$ cat src/rtl/ctl_pkg.sv
// Control-bundle layout and select encodings shared by the hazard/pipeline logic.
package ctl_pkg;

    localparam int unsigned CTL_BITS = 15;
    localparam int unsigned RADDR_W  = 5;

    localparam int B_LOGIC_EXT  = 14;
    localparam int B_JAL        = 13;
    localparam int B_JMP_HI     = 12;
    localparam int B_JMP_LO     = 11;
    localparam int B_REG_DST    = 10;
    localparam int B_ALU_SRC    = 9;
    localparam int B_MEM_TO_REG = 8;
    localparam int B_REG_WRITE  = 7;
    localparam int B_MEM_READ   = 6;
    localparam int B_MEM_WRITE  = 5;
    localparam int B_BRANCH_NE  = 4;
    localparam int B_BRANCH_EQ  = 3;
    localparam int B_ALU_OP_HI  = 2;
    localparam int B_ALU_OP_LO  = 0;

    localparam logic [CTL_BITS-1:0] CTL_NOP = '0;
    localparam logic [1:0]          JMP_J   = 2'b01;

    localparam logic [1:0] PC_SEQ = 2'b00;
    localparam logic [1:0] PC_BR  = 2'b01;
    localparam logic [1:0] PC_JMP = 2'b10;

    localparam logic [1:0] FWD_RF    = 2'b00;
    localparam logic [1:0] FWD_EXMEM = 2'b10;
    localparam logic [1:0] FWD_MEMWB = 2'b01;

    // Youngest writer wins; register 0 is hard-wired and never forwarded.
    function automatic logic [1:0] fwd_sel(
        input logic               exm_wr,
        input logic [RADDR_W-1:0] exm_dst,
        input logic               mwb_wr,
        input logic [RADDR_W-1:0] mwb_dst,
        input logic [RADDR_W-1:0] src
    );
        if (exm_wr && (exm_dst != '0) && (exm_dst == src))
            return FWD_EXMEM;
        else if (mwb_wr && (mwb_dst != '0) && (mwb_dst == src))
            return FWD_MEMWB;
        else
            return FWD_RF;
    endfunction

endpackage

$ cat src/rtl/ctl_pipe_reg.sv
// Pipeline stage register: async active-low clear, synchronous bubble insert.
module ctl_pipe_reg #(
    parameter int unsigned W = 1
) (
    input  logic         clk,
    input  logic         reset,
    input  logic         load_bubble_i,
    input  logic [W-1:0] d_i,
    output logic [W-1:0] q_o
);

    logic [W-1:0] data_d;
    logic [W-1:0] data_q;

    always_comb begin
        data_d = load_bubble_i ? '0 : d_i;
    end

    always_ff @(posedge clk or negedge reset) begin
        if (!reset)
            data_q <= '0;
        else
            data_q <= data_d;
    end

    assign q_o = data_q;

endmodule

$ cat src/rtl/control_hazard_pipe.sv
// Carries the decoded control bundle through ID/EX, EX/MEM, MEM/WB and generates
// load-use stall, EX branch/jump flush, PC source and operand forwarding selects.
module control_hazard_pipe
    import ctl_pkg::*;
#(
    parameter int unsigned CTL_W  = 15,
    parameter int unsigned REG_W  = 5,
    parameter int unsigned RA_REG = 31
) (
    input  logic             clk,
    input  logic             reset,
    input  logic             id_valid_i,
    input  logic [CTL_W-1:0] id_ctl_i,
    input  logic [REG_W-1:0] id_rs_i,
    input  logic [REG_W-1:0] id_rt_i,
    input  logic [REG_W-1:0] id_rd_i,
    input  logic             ex_zero_i,
    output logic [CTL_W-1:0] ex_ctl_o,
    output logic [CTL_W-1:0] mem_ctl_o,
    output logic [REG_W-1:0] ex_write_reg_o,
    output logic             wb_reg_write_o,
    output logic             wb_mem_to_reg_o,
    output logic [REG_W-1:0] wb_write_reg_o,
    output logic             stall_o,
    output logic             flush_o,
    output logic [1:0]       pc_src_o,
    output logic [1:0]       fwd_a_o,
    output logic [1:0]       fwd_b_o
);

    localparam int unsigned IDEX_W  = CTL_W + 3 * REG_W;
    localparam int unsigned EXMEM_W = CTL_W + REG_W;
    localparam int unsigned MEMWB_W = 2 + REG_W;

    logic [IDEX_W-1:0]  idex_q;
    logic [EXMEM_W-1:0] exmem_q;
    logic [MEMWB_W-1:0] memwb_q;

    logic [CTL_W-1:0] idex_ctl;
    logic [REG_W-1:0] idex_dst;
    logic [REG_W-1:0] idex_rs;
    logic [REG_W-1:0] idex_rt;
    logic [CTL_W-1:0] exmem_ctl;
    logic [REG_W-1:0] exmem_dst;

    logic [REG_W-1:0] id_dst;
    logic             id_bubble;
    logic             ex_taken;
    logic             ex_jump;
    logic             load_use;

    always_comb begin
        if (id_ctl_i[B_JAL])
            id_dst = REG_W'(RA_REG);
        else if (id_ctl_i[B_REG_DST])
            id_dst = id_rd_i;
        else
            id_dst = id_rt_i;
    end

    assign id_bubble = ~id_valid_i | stall_o | flush_o;

    ctl_pipe_reg #(.W(IDEX_W)) u_idex (
        .clk           (clk),
        .reset         (reset),
        .load_bubble_i (id_bubble),
        .d_i           ({id_ctl_i, id_dst, id_rs_i, id_rt_i}),
        .q_o           (idex_q)
    );

    ctl_pipe_reg #(.W(EXMEM_W)) u_exmem (
        .clk           (clk),
        .reset         (reset),
        .load_bubble_i (1'b0),
        .d_i           ({idex_ctl, idex_dst}),
        .q_o           (exmem_q)
    );

    // Only the write-back controls are needed past MEM.
    ctl_pipe_reg #(.W(MEMWB_W)) u_memwb (
        .clk           (clk),
        .reset         (reset),
        .load_bubble_i (1'b0),
        .d_i           ({exmem_ctl[B_REG_WRITE], exmem_ctl[B_MEM_TO_REG], exmem_dst}),
        .q_o           (memwb_q)
    );

    assign {idex_ctl, idex_dst, idex_rs, idex_rt} = idex_q;
    assign {exmem_ctl, exmem_dst}                 = exmem_q;
    assign {wb_reg_write_o, wb_mem_to_reg_o, wb_write_reg_o} = memwb_q;

    assign ex_ctl_o       = idex_ctl;
    assign mem_ctl_o      = exmem_ctl;
    assign ex_write_reg_o = idex_dst;

    assign ex_taken = (idex_ctl[B_BRANCH_EQ] &  ex_zero_i)
                    | (idex_ctl[B_BRANCH_NE] & ~ex_zero_i);
    assign ex_jump  = (idex_ctl[B_JMP_HI:B_JMP_LO] == JMP_J);
    assign flush_o  = ex_taken | ex_jump;

    always_comb begin
        if (ex_jump)
            pc_src_o = PC_JMP;
        else if (ex_taken)
            pc_src_o = PC_BR;
        else
            pc_src_o = PC_SEQ;
    end

    // A redirect already squashes the dependent instruction, so it overrides the stall.
    assign load_use = idex_ctl[B_MEM_READ] & (idex_rt != '0)
                    & ((idex_rt == id_rs_i) | (idex_rt == id_rt_i));
    assign stall_o  = load_use & id_valid_i & ~flush_o;

    assign fwd_a_o = fwd_sel(exmem_ctl[B_REG_WRITE], exmem_dst,
                             wb_reg_write_o, wb_write_reg_o, idex_rs);
    assign fwd_b_o = fwd_sel(exmem_ctl[B_REG_WRITE], exmem_dst,
                             wb_reg_write_o, wb_write_reg_o, idex_rt);

endmodule
$ cat config.mk
export PLATFORM = sky130hd
export DESIGN_NAME = control_hazard_pipe
export DESIGN_NICKNAME = d
export VERILOG_FILES = /design/src/rtl/ctl_pkg.sv /design/src/rtl/ctl_pipe_reg.sv /design/src/rtl/control_hazard_pipe.sv
export SDC_FILE = /design/constraint.sdc
export NUM_CORES = 1
export LEC_CHECK = 0
export CAP_MARGIN = 5
export CORE_MARGIN = 5
export CORE_UTILIZATION = 52
export CTS_BUF_LIST = sky130_fd_sc_hd__clkbuf_8
export DETAILED_ROUTE_END_ITERATION = 10
export GPL_TIMING_DRIVEN = 1
export PLACE_DENSITY = 0.95
export SYNTH_ARGS = -nofsm -noshare
export SYNTH_HDL_FRONTEND = slang
export SYNTH_SLANG_ARGS = --single-unit
$ cat constraint.sdc
create_clock -name clk -period 5.05 [get_ports clk]
set_clock_uncertainty 0.05 [all_clocks]
set_input_delay 0.505 -clock clk [delete_from_list [all_inputs] [get_ports clk]]
set_output_delay 0.505 -clock clk [all_outputs]
set_load 0.02 [all_outputs]
# [After elaboration in Yosys (flattened, before gate mapping)]
# Index checks and enable logic that the tools add are counted.
[word_totals] regBits=57 elab_cells=42
[op_classes] n_eq_ne=7 n_mux=9 n_bitwise=14 n_reduce_logical=9
[ops] operator="$eq 5x5->1" count=6
[ops] operator="$mux 30" count=1
[ops] operator="$reduce_bool 5->1" count=3
[ops] operator="$mux 5" count=2
[ops] operator="$and 1x1->1" count=6
[ops] operator="$logic_and 1x1->1" count=6
[ops] operator="$mux 2" count=3
[ops] operator="$or 1x1->1" count=5
[ops] operator="$mux 1" count=3
[ops] operator="$not 1->1" count=3
[ops] operator="$eq 2x1->1 const B" count=1

# [Depth between registers and ports, before layout]
# Gate-level depths: netlist (run 1).
[logic_depth] ltp_word=9 ltp_mapped=6 ltp_nobuf=4

# [Cells and area by module]
# A second synthesis (run 1) with hierarchy kept.
[hier_totals] cells_unflattened=194 hier_area_um2=2528.7
[modules_own_cells] mod="ctl_pipe_reg (u_idex)" n_inst=1 cells_per_inst=63 area_each_um2=1032.2 seq_area_each_um2=750.7
[modules_own_cells] mod="ctl_pipe_reg (u_exmem)" n_inst=1 cells_per_inst=42 area_each_um2=718.2 seq_area_each_um2=500.5
[modules_own_cells] mod="control_hazard_pipe" n_inst=1 cells_per_inst=75 area_each_um2=559.3 seq_area_each_um2=0.0
[modules_own_cells] mod="ctl_pipe_reg (u_memwb)" n_inst=1 cells_per_inst=14 area_each_um2=219.0 seq_area_each_um2=175.2

# [Worst setup path after synthesis (run 1)]
# OpenSTA, ideal clock, no wires.
[synth_path] path_kind="reg-to-output" from="reg u_exmem.data_q[1], in the netlist u_exmem.q_o[1]" to="out fwd_b_o[0]" arrival_time_ps=1959 setup_slack_ps=2536 path_stages_with_launch=5 n_path_buf=0 path_cell_list="dfrtp_1 > or4_1 > o21ai_1 > nor4_1 > nor4_1"
[synth_via] elab_chain_len=4
[synth_rtl] item="start, declared" line="ctl_pipe_reg.sv:13" rtl="logic [W-1:0] data_q;"
[synth_rtl] item="start signal, assigned" line="ctl_pipe_reg.sv:23" rtl="data_q <= data_d;"
[synth_rtl] item="$reduce_bool 5->1" line="ctl_pkg.sv:41" rtl="if (exm_wr && (exm_dst != '0) && (exm_dst == src))"
[synth_rtl] item="$logic_and 1x1->1" line="ctl_pkg.sv:41"
[synth_rtl] item="$logic_and 1x1->1 *" line="ctl_pkg.sv:41"
[synth_rtl] item="$mux 2 *" line="ctl_pkg.sv:41"
[synth_rtl] item="end, declared" line="control_hazard_pipe.sv:28" rtl="output logic [1:0] fwd_b_o"
# Mark *: on every way between the ends. The rest lies on a longest branch, timed or not.

# [Final worst setup path (run 1)]
[layout_path] from="reg u_idex.data_q[1], in the netlist u_idex.q_o[1]" to="out stall_o"
[layout_via] elab_chain_len=5
[layout_rtl] item="start, declared" line="ctl_pipe_reg.sv:13"
[layout_rtl] item="start signal, assigned" line="ctl_pipe_reg.sv:23"
[layout_rtl] item="$eq 5x5->1 or $reduce_bool 5->1 (tied branches)" line="control_hazard_pipe.sv:112, control_hazard_pipe.sv:111"
[layout_rtl] item="$or 1x1->1 or $and 1x1->1 (tied branches)" line="control_hazard_pipe.sv:112, control_hazard_pipe.sv:111"
[layout_rtl] item="$and 1x1->1 *" line="control_hazard_pipe.sv:112" rtl="& ((idex_rt == id_rs_i) | (idex_rt == id_rt_i));"
[layout_rtl] item="$and 1x1->1 * (2 in series)" line="control_hazard_pipe.sv:113" rtl="assign stall_o = load_use & id_valid_i & ~flush_o;"
[layout_rtl] item="end, declared" line="control_hazard_pipe.sv:24" rtl="output logic stall_o,"
# Marks and branches as above.

==> out/qor.txt, run 1 <==
Crit path from - u_idex.q_o[1]
HP Class - in -> async
Startpoint types - register
Vias in the first global route - 1,816
Clk buf depth - 2
EDFF count, synth - 0
PD cells - 321.7 nW/um^2
First-pass GRT wire length - 8949 um
Synth-to-Final Area Change - 27.86%
Initial DRT Pass Iterations - 4
N_diodes - 0
Req. time, crit path - 4.49 ns
Met3 global-route usage - 0.05100
Seq cells post-synth - 57
Num ports - 84
Met2 Usage GRT - 0.2826
Die height - 81.39 um
Worst r2r dst - u_idex.q_o[11]
DRC violations left - 0
Period utilization - 0.6427
Setup_tns - 0 ns
Synthesized cell area - 2650 sq um
Max-cap violations - 0
Cell taking the most area after synthesis - dfrtp_1
Pre-CTS WS - 1.937 ns
Sw power - 0.0003063 W
Hold_buf cts - 0
Slew margin rel. - 0.4037
Placed cell areas - 3238 sq um
VDD IR max - 280.3 uV
Clock Sinks - 57
Row Count - 26
Gr ovfl total - 0
Synth top cells by count - dfrtp_1, buf_4, a21oi_2
Worst-path clk slew - 0.06 ns
FMAX - 308.1 MHz
Worst-Margin Slew - 0.8944 ns
Register-to-Register Path Depth - 3
Nets - 309
Top post-synthesis cells by area - dfrtp_1, buf_4, a21oi_2, xnor2_1, xor2_1
Post-route ant nets - 0
Worst reg2reg setup slack - 3.17 ns
Setup repair after global routing missed its margin - false
Drt wl/cell - 15.47 um
Clk network pwr share - 0.306
P_leak - 1.467 nW
Flop pwr share - 0.480
Post-Syn Nets - 263
CTS root buf - clkbuf_8
Crit path capture - stall_o
Yosys cell types - 24
Max-slew violations - 0
Core Area - 5042 sq um
CTS tree - done
Sw Share - 0.2810
Final setup vio count - 0
Fin area - 3388 sq um
Filler cell count - 385
Die ar. - 6624 sq um
Detailed-route via count - 1,709
Postcts setup bufs - 0
Ys flop type - dfrtp_1
Most numerous cell in the Yosys netlist - dfrtp_1
Synthesized instance count - 229
DR iter-0 viols - 47
Crit path capture type - primary output
Kind of critical path - reg -> out
Gr usage total - 0.1830
Clock Latency Late Sink - 0.32 ns
Post-synth top area share - 0.5382
P_int - 0.0007838 W
Final Hold Vio Count - 0
Drt via density - 4.925
DPL Wire Length - 4016 um
Htree depth - 3
Largest net degree at the start of global routing - 58
CP arrival - 2.69 ns
Ratio of cells with drive above 1 in the final layout - 0.1913
Minimum clock period - 3.246 ns
Combinational power share - 0.214
Syn Area/Cell - 11.57 sq um
Final GP Congestion - 0.8930
Fin Hold WS - 0.2619 ns
Most Crowded Layer GR - met2
Initial core utilization - 0.5256
Antenna violations before repair - 0
Ys async rst share - 1.000
Worst-path maximum fanout - 31
CTS Buf Count - 9
Cts repair resizes - 0
Synth warnings - 0
Final WS setup - 1.804 ns
Global Route met1 Usage - 0.2337
Register area - 1426 sq um
DIE WIDTH - 81.39 um
Final core utilization - 0.6720
# port buffers - 83
Reg-to-Reg Start - u_idex.q_o[1]
Area used by multi-input combinational logic - 872.1 sq um
Register area share after synthesis - 0.5382
Routed WL - 5369 um
Status - complete, no violations
cell families (layout without fill, tap and decap cells):
logic type,Yosys count,after routing,synth area share
and+or+nand+nor,45,45,0.08168
xor gates and xnor gates,30,30,0.09915
muxes,6,6,0.02502
AOI/OAI and AO/OA,39,39,0.1180
buffers and inverters,52,100,0.1379
DFF,57,57,0.5382
placed cells by master (no fill, tap or decap):
cell / instances
clkdlybuf4s50_1: 82
nor4_1: 3
o21ai_1: 1
or4_1: 5
nand3_1: 4
o21ai_0: 6
a21oi_2: 30
mux2i_1: 1
xnor2_1: 16
nor2_1: 1
nand2_1: 28
inv_1: 3
and3_1: 2
dfrtp_1: 57
buf_2: 1
o21a_2: 1
nor4_2: 1
xor2_1: 14
clkbuf_8: 10
buf_4: 3
nand2b_1: 1
clkinv_2: 1
mux2_2: 5
o22ai_4: 1
per-layer routing:
layer | wire length, um | up-vias
li1 | - | 802
met1 | 2235 | 825
met2 | 2600 | 64
met3 | 384 | 18
met4 | 149 | 0
met5 | 0 | -
flip-flops by register name, indices dropped and copies added, names as in the netlist:
| name | flops |
|---|---|
| u_exmem.q_o | 20 |
| u_memwb.q_o | 7 |
| u_idex.q_o | 30 |
layout make-up:
type,count,share of cell area
clock inverter,3,0.003693
inverter,1,0.001108
tap,70,0.02585
clock buffer,10,0.04062
sequential,57,0.4210
multi-input combinational,120,0.2574
timing repair buffer,86,0.2504
power by group through the flow:
stage                     logic, W  clock network, W  registers (W)
after floorplan           0.000156                 0       0.000525
after global placement    0.000231                 0       0.000530
after detailed placement  0.000235                 0       0.000532
after CTS                 0.000237          0.000342       0.000524
after global routing      0.000252          0.000359       0.000529
final                     0.000233          0.000333       0.000524
worst min path at each step:
stage	slack, ns	end	cells past startpoint	from
final	0.26	u_exmem.q_o[10]	2	reset
after global routing	0.32	u_exmem.q_o[10]	2	reset
after CTS	0.27	u_exmem.q_o[10]	2	reset
after detailed placement	0.31	u_exmem.q_o[19]	0	u_idex.q_o[29]
after global placement	0.31	u_exmem.q_o[14]	0	u_idex.q_o[24]
after floorplan	0.16	u_exmem.q_o[0]	0	reset
stage by stage:
stage | cells | power, W
after CTS | 347 | 0.001103
after detailed placement | 334 | 0.0007677
final | 347 | 0.001090
after global routing | 347 | 0.001140
after floorplan | 229 | 0.0006817
after global placement | 334 | 0.0007601
critical path, stage by stage (launching register included):
cell,delay (ns)
dfrtp_1,0.46
or4_1,0.54
o21a_2,0.50
and3_1,0.32
clkdlybuf4s50_1,0.54
(Power assumes the default switching activity.)
==> run 2: changes to the inputs <==
--- a/config.mk
+++ b/config.mk
@@ -7,11 +7,11 @@
 export LEC_CHECK = 0
 export CAP_MARGIN = 5
 export CORE_MARGIN = 5
-export CORE_UTILIZATION = 52
+export CORE_UTILIZATION = 43
 export CTS_BUF_LIST = sky130_fd_sc_hd__clkbuf_8
 export DETAILED_ROUTE_END_ITERATION = 10
 export GPL_TIMING_DRIVEN = 1
-export PLACE_DENSITY = 0.95
+export PLACE_DENSITY = 0.89
 export SYNTH_ARGS = -nofsm -noshare
 export SYNTH_HDL_FRONTEND = slang
 export SYNTH_SLANG_ARGS = --single-unit
==> constraint.sdc (replaced) <==
create_clock -name clk -period 2.9 [get_ports clk]
set_clock_uncertainty 0.05 [all_clocks]
set_input_delay 0.29 -clock clk [delete_from_list [all_inputs] [get_ports clk]]
set_output_delay 0.29 -clock clk [all_outputs]
set_load 0.02 [all_outputs]
==> out/qor.txt, run 2 (synthesis gave the netlist of run 1 again) <==
Core Area - 5956 sq um (+18%)
Postcts setup bufs - 0 (unchanged)
Synth-to-Final Area Change - 30.97%
Initial DRT Pass Iterations - 4 (unchanged)
Status - complete, no violations
Startpoint types - register
Worst-path clk slew - 0.07 ns (about the same)
CTS root buf - clkbuf_8
DIE WIDTH - 88.51 um (+8.7%)
Drt via density - 4.885 (-0.80%)
DR iter-0 viols - 105 (+120%)
Flop pwr share - 0.447 (-0.033)
Vias in the first global route - 1,890 (+4.1%)
Crit path capture type - primary output
PD cells - 587.9 nW/um^2 (+83%)
Worst-path maximum fanout - 5 (-84%)
Period utilization - 0.9043
Met2 Usage GRT - 0.2726 (-0.009970)
Reg-to-Reg Start - u_idex.q_o[1]
Worst r2r dst - u_idex.q_o[10]
CP top delay family - simple AND/OR/NAND/NOR gates
FMAX - 381.3 MHz
First-pass GRT wire length - 9639 um (+7.7%)
Gr ovfl total - 0 (unchanged)
Req. time, crit path - 2.56 ns (-1.93 ns)
Gr usage total - 0.1671 (-0.01591)
Initial core utilization - 0.4450 (-0.08060)
Row Count - 28 (+7.7%)
VDD IR max - 338.1 uV (+21%)
Clk network pwr share - 0.351 (+0.045)
Combinational power share - 0.202 (-0.012)
Max-cap violations - 0 (unchanged)
Sw Share - 0.2797 (-0.001250)
Num ports - 84 (unchanged)
Most frequent cells in the layout - clkdlybuf4s50_1, dfrtp_1, a21oi_2, nand2_1, xnor2_1
DRC violations left - 0 (unchanged)
Post-route ant nets - 0 (unchanged)
Htree depth - 3 (unchanged)
Die height - 88.51 um (+8.7%)
CP arrival - 2.28 ns (-0.41 ns)
Detailed-route via count - 1,749 (+2.3%)
Global Route met1 Usage - 0.1895 (-0.04421)
Worst reg2reg setup slack - 1.03 ns (-2.14 ns)
Met3 global-route usage - 0.06518 (+0.01418)
Die ar. - 7833 sq um (+18%)
CTS tree - done
Clock Sinks - 57 (unchanged)
Final setup vio count - 0 (unchanged)
Routed WL - 5757 um (+7.2%)
Clk buf depth - 2 (unchanged)
Sw power - 0.0005708 W (+86%)
Most common cell after layout, fill and taps aside - clkdlybuf4s50_1
# port buffers - 83 (unchanged)
Nets - 312 (+0.97%)
Largest register FFs - 30 (unchanged)
Minimum clock period - 2.622 ns
Most Crowded Layer GR - met2
Ratio of cells with drive above 1 in the final layout - 0.2085 (+0.01714)
Slew margin rel. - 0.6465 (+0.2428)
Slowest stage delay, CP - 0.56 ns (+0.02 ns)
Largest net degree at the start of global routing - 31 (-47%)
Final GP Congestion - 0.7724 (-14%)
CTS Buf Count - 9 (unchanged)
Clock Latency Late Sink - 0.33 ns (about the same)
Worst-Margin Slew - 0.5303 ns (-0.3642 ns)
HP Class - reg -> reg
Post-Layout Cell Count - 358 (+3.2%)
P_int - 0.001470 W (+88%)
DPL Wire Length - 4383 um (+9.1%)
Crit path from - u_idex.q_o[1]
Antenna violations before repair - 0 (unchanged)
Drt wl/cell - 16.08 um (+3.9%)
Setup repair after global routing missed its margin - false
Cell total after placement - 341 (+2.1%)
Register-to-Register Path Depth - 4 (+1)
N_diodes - 0 (unchanged)
Kind of critical path - reg -> out
P_leak - 1.531 nW (+4.4%)
Max-slew violations - 0 (unchanged)
Final Hold Vio Count - 0 (unchanged)
Slowest-stage cell, CP - or4_1
WP buf/inv - 1 (unchanged)
Setup_tns - 0 ns (unchanged)
Crit path cell chain - or4_1 > o21a_2 > and3_1 > clkdlybuf4s50_1
Crit path capture - stall_o
Crit path depth - 4 (unchanged)
-- run 2: cell type report --
cell class,instances,area [sq um]
clock buffers,10,137.6
clock inverters,6,58.81
fillers,521,2485
inverters,1,3.754
multi-input cells,120,872.1
flip-flops and latches,57,1426
well taps,75,93.84
repair buffers,89,878.3
-- run 2: repair_timing --
| action | CTS | global route |
|---|---|---|
| endpoints found under the hold margin | 15 | 0 |
| resized for setup | 0 | 2 |
| hold buffers | 1 | 0 |
| endpoints found under the setup margin | 0 | 2 |
-- run 2: how the worst min path moves through the flow --
stage / startpoint / endpoint / slack [ns] / depth (start not counted)
final: u_idex.q_o[23] / u_exmem.q_o[13] / 0.33 / 0
after global routing: u_idex.q_o[14] / u_exmem.q_o[4] / 0.34 / 0
after CTS: u_idex.q_o[23] / u_exmem.q_o[13] / 0.33 / 0
after detailed placement: reset / u_exmem.q_o[14] / 0.17 / 1
after global placement: reset / u_exmem.q_o[14] / 0.17 / 1
after floorplan: reset / u_exmem.q_o[0] / -0.06 / 0
-- run 2: per-layer routing --
metal  vias to the layer above  part of all wire  routed length [um]
met5                         -                 0                   0
met4                         0             0.035                 199
met2                        65              0.50                2905
met1                       855              0.38                2204
met3                        18             0.078                 448
li1                        811                 -                   -
-- run 2: power groups by stage --
stage               clock network, W  registers [W]  logic [W]
global route                0.000784       0.000920   0.000445
detailed placement                 0       0.000927   0.000415
finish                      0.000717       0.000912   0.000412
CTS                         0.000733       0.000913   0.000417
global placement                   0       0.000922   0.000406
floorplan                          0       0.000915   0.000272
-- run 2: metrics by stage --
step	hold WS (ns)	cell area (sq um)	utilization	setup WS (ns)	total power, W
after floorplan	-0.05559	2650	-	0.6009	0.001187
after detailed placement	0.1726	3259	0.5473	0.4429	0.001343
final	0.3252	3471	0.5828	0.2776	0.002041
after global routing	0.3380	3471	0.5828	0.1367	0.002148
after global placement	0.1687	3259	0.5473	0.4820	0.001329
after CTS	0.3259	3466	0.5819	0.07633	0.002064
==> run 3: changes to the inputs <==
--- a/config.mk
+++ b/config.mk
@@ -5,7 +5,6 @@
 export SDC_FILE = /design/constraint.sdc
 export NUM_CORES = 1
 export LEC_CHECK = 0
-export CAP_MARGIN = 5
 export CORE_MARGIN = 5
 export CORE_UTILIZATION = 43
 export CTS_BUF_LIST = sky130_fd_sc_hd__clkbuf_8
==> results of run 3 <==
Final layout, timing and power as in run 2 (identical DEF).
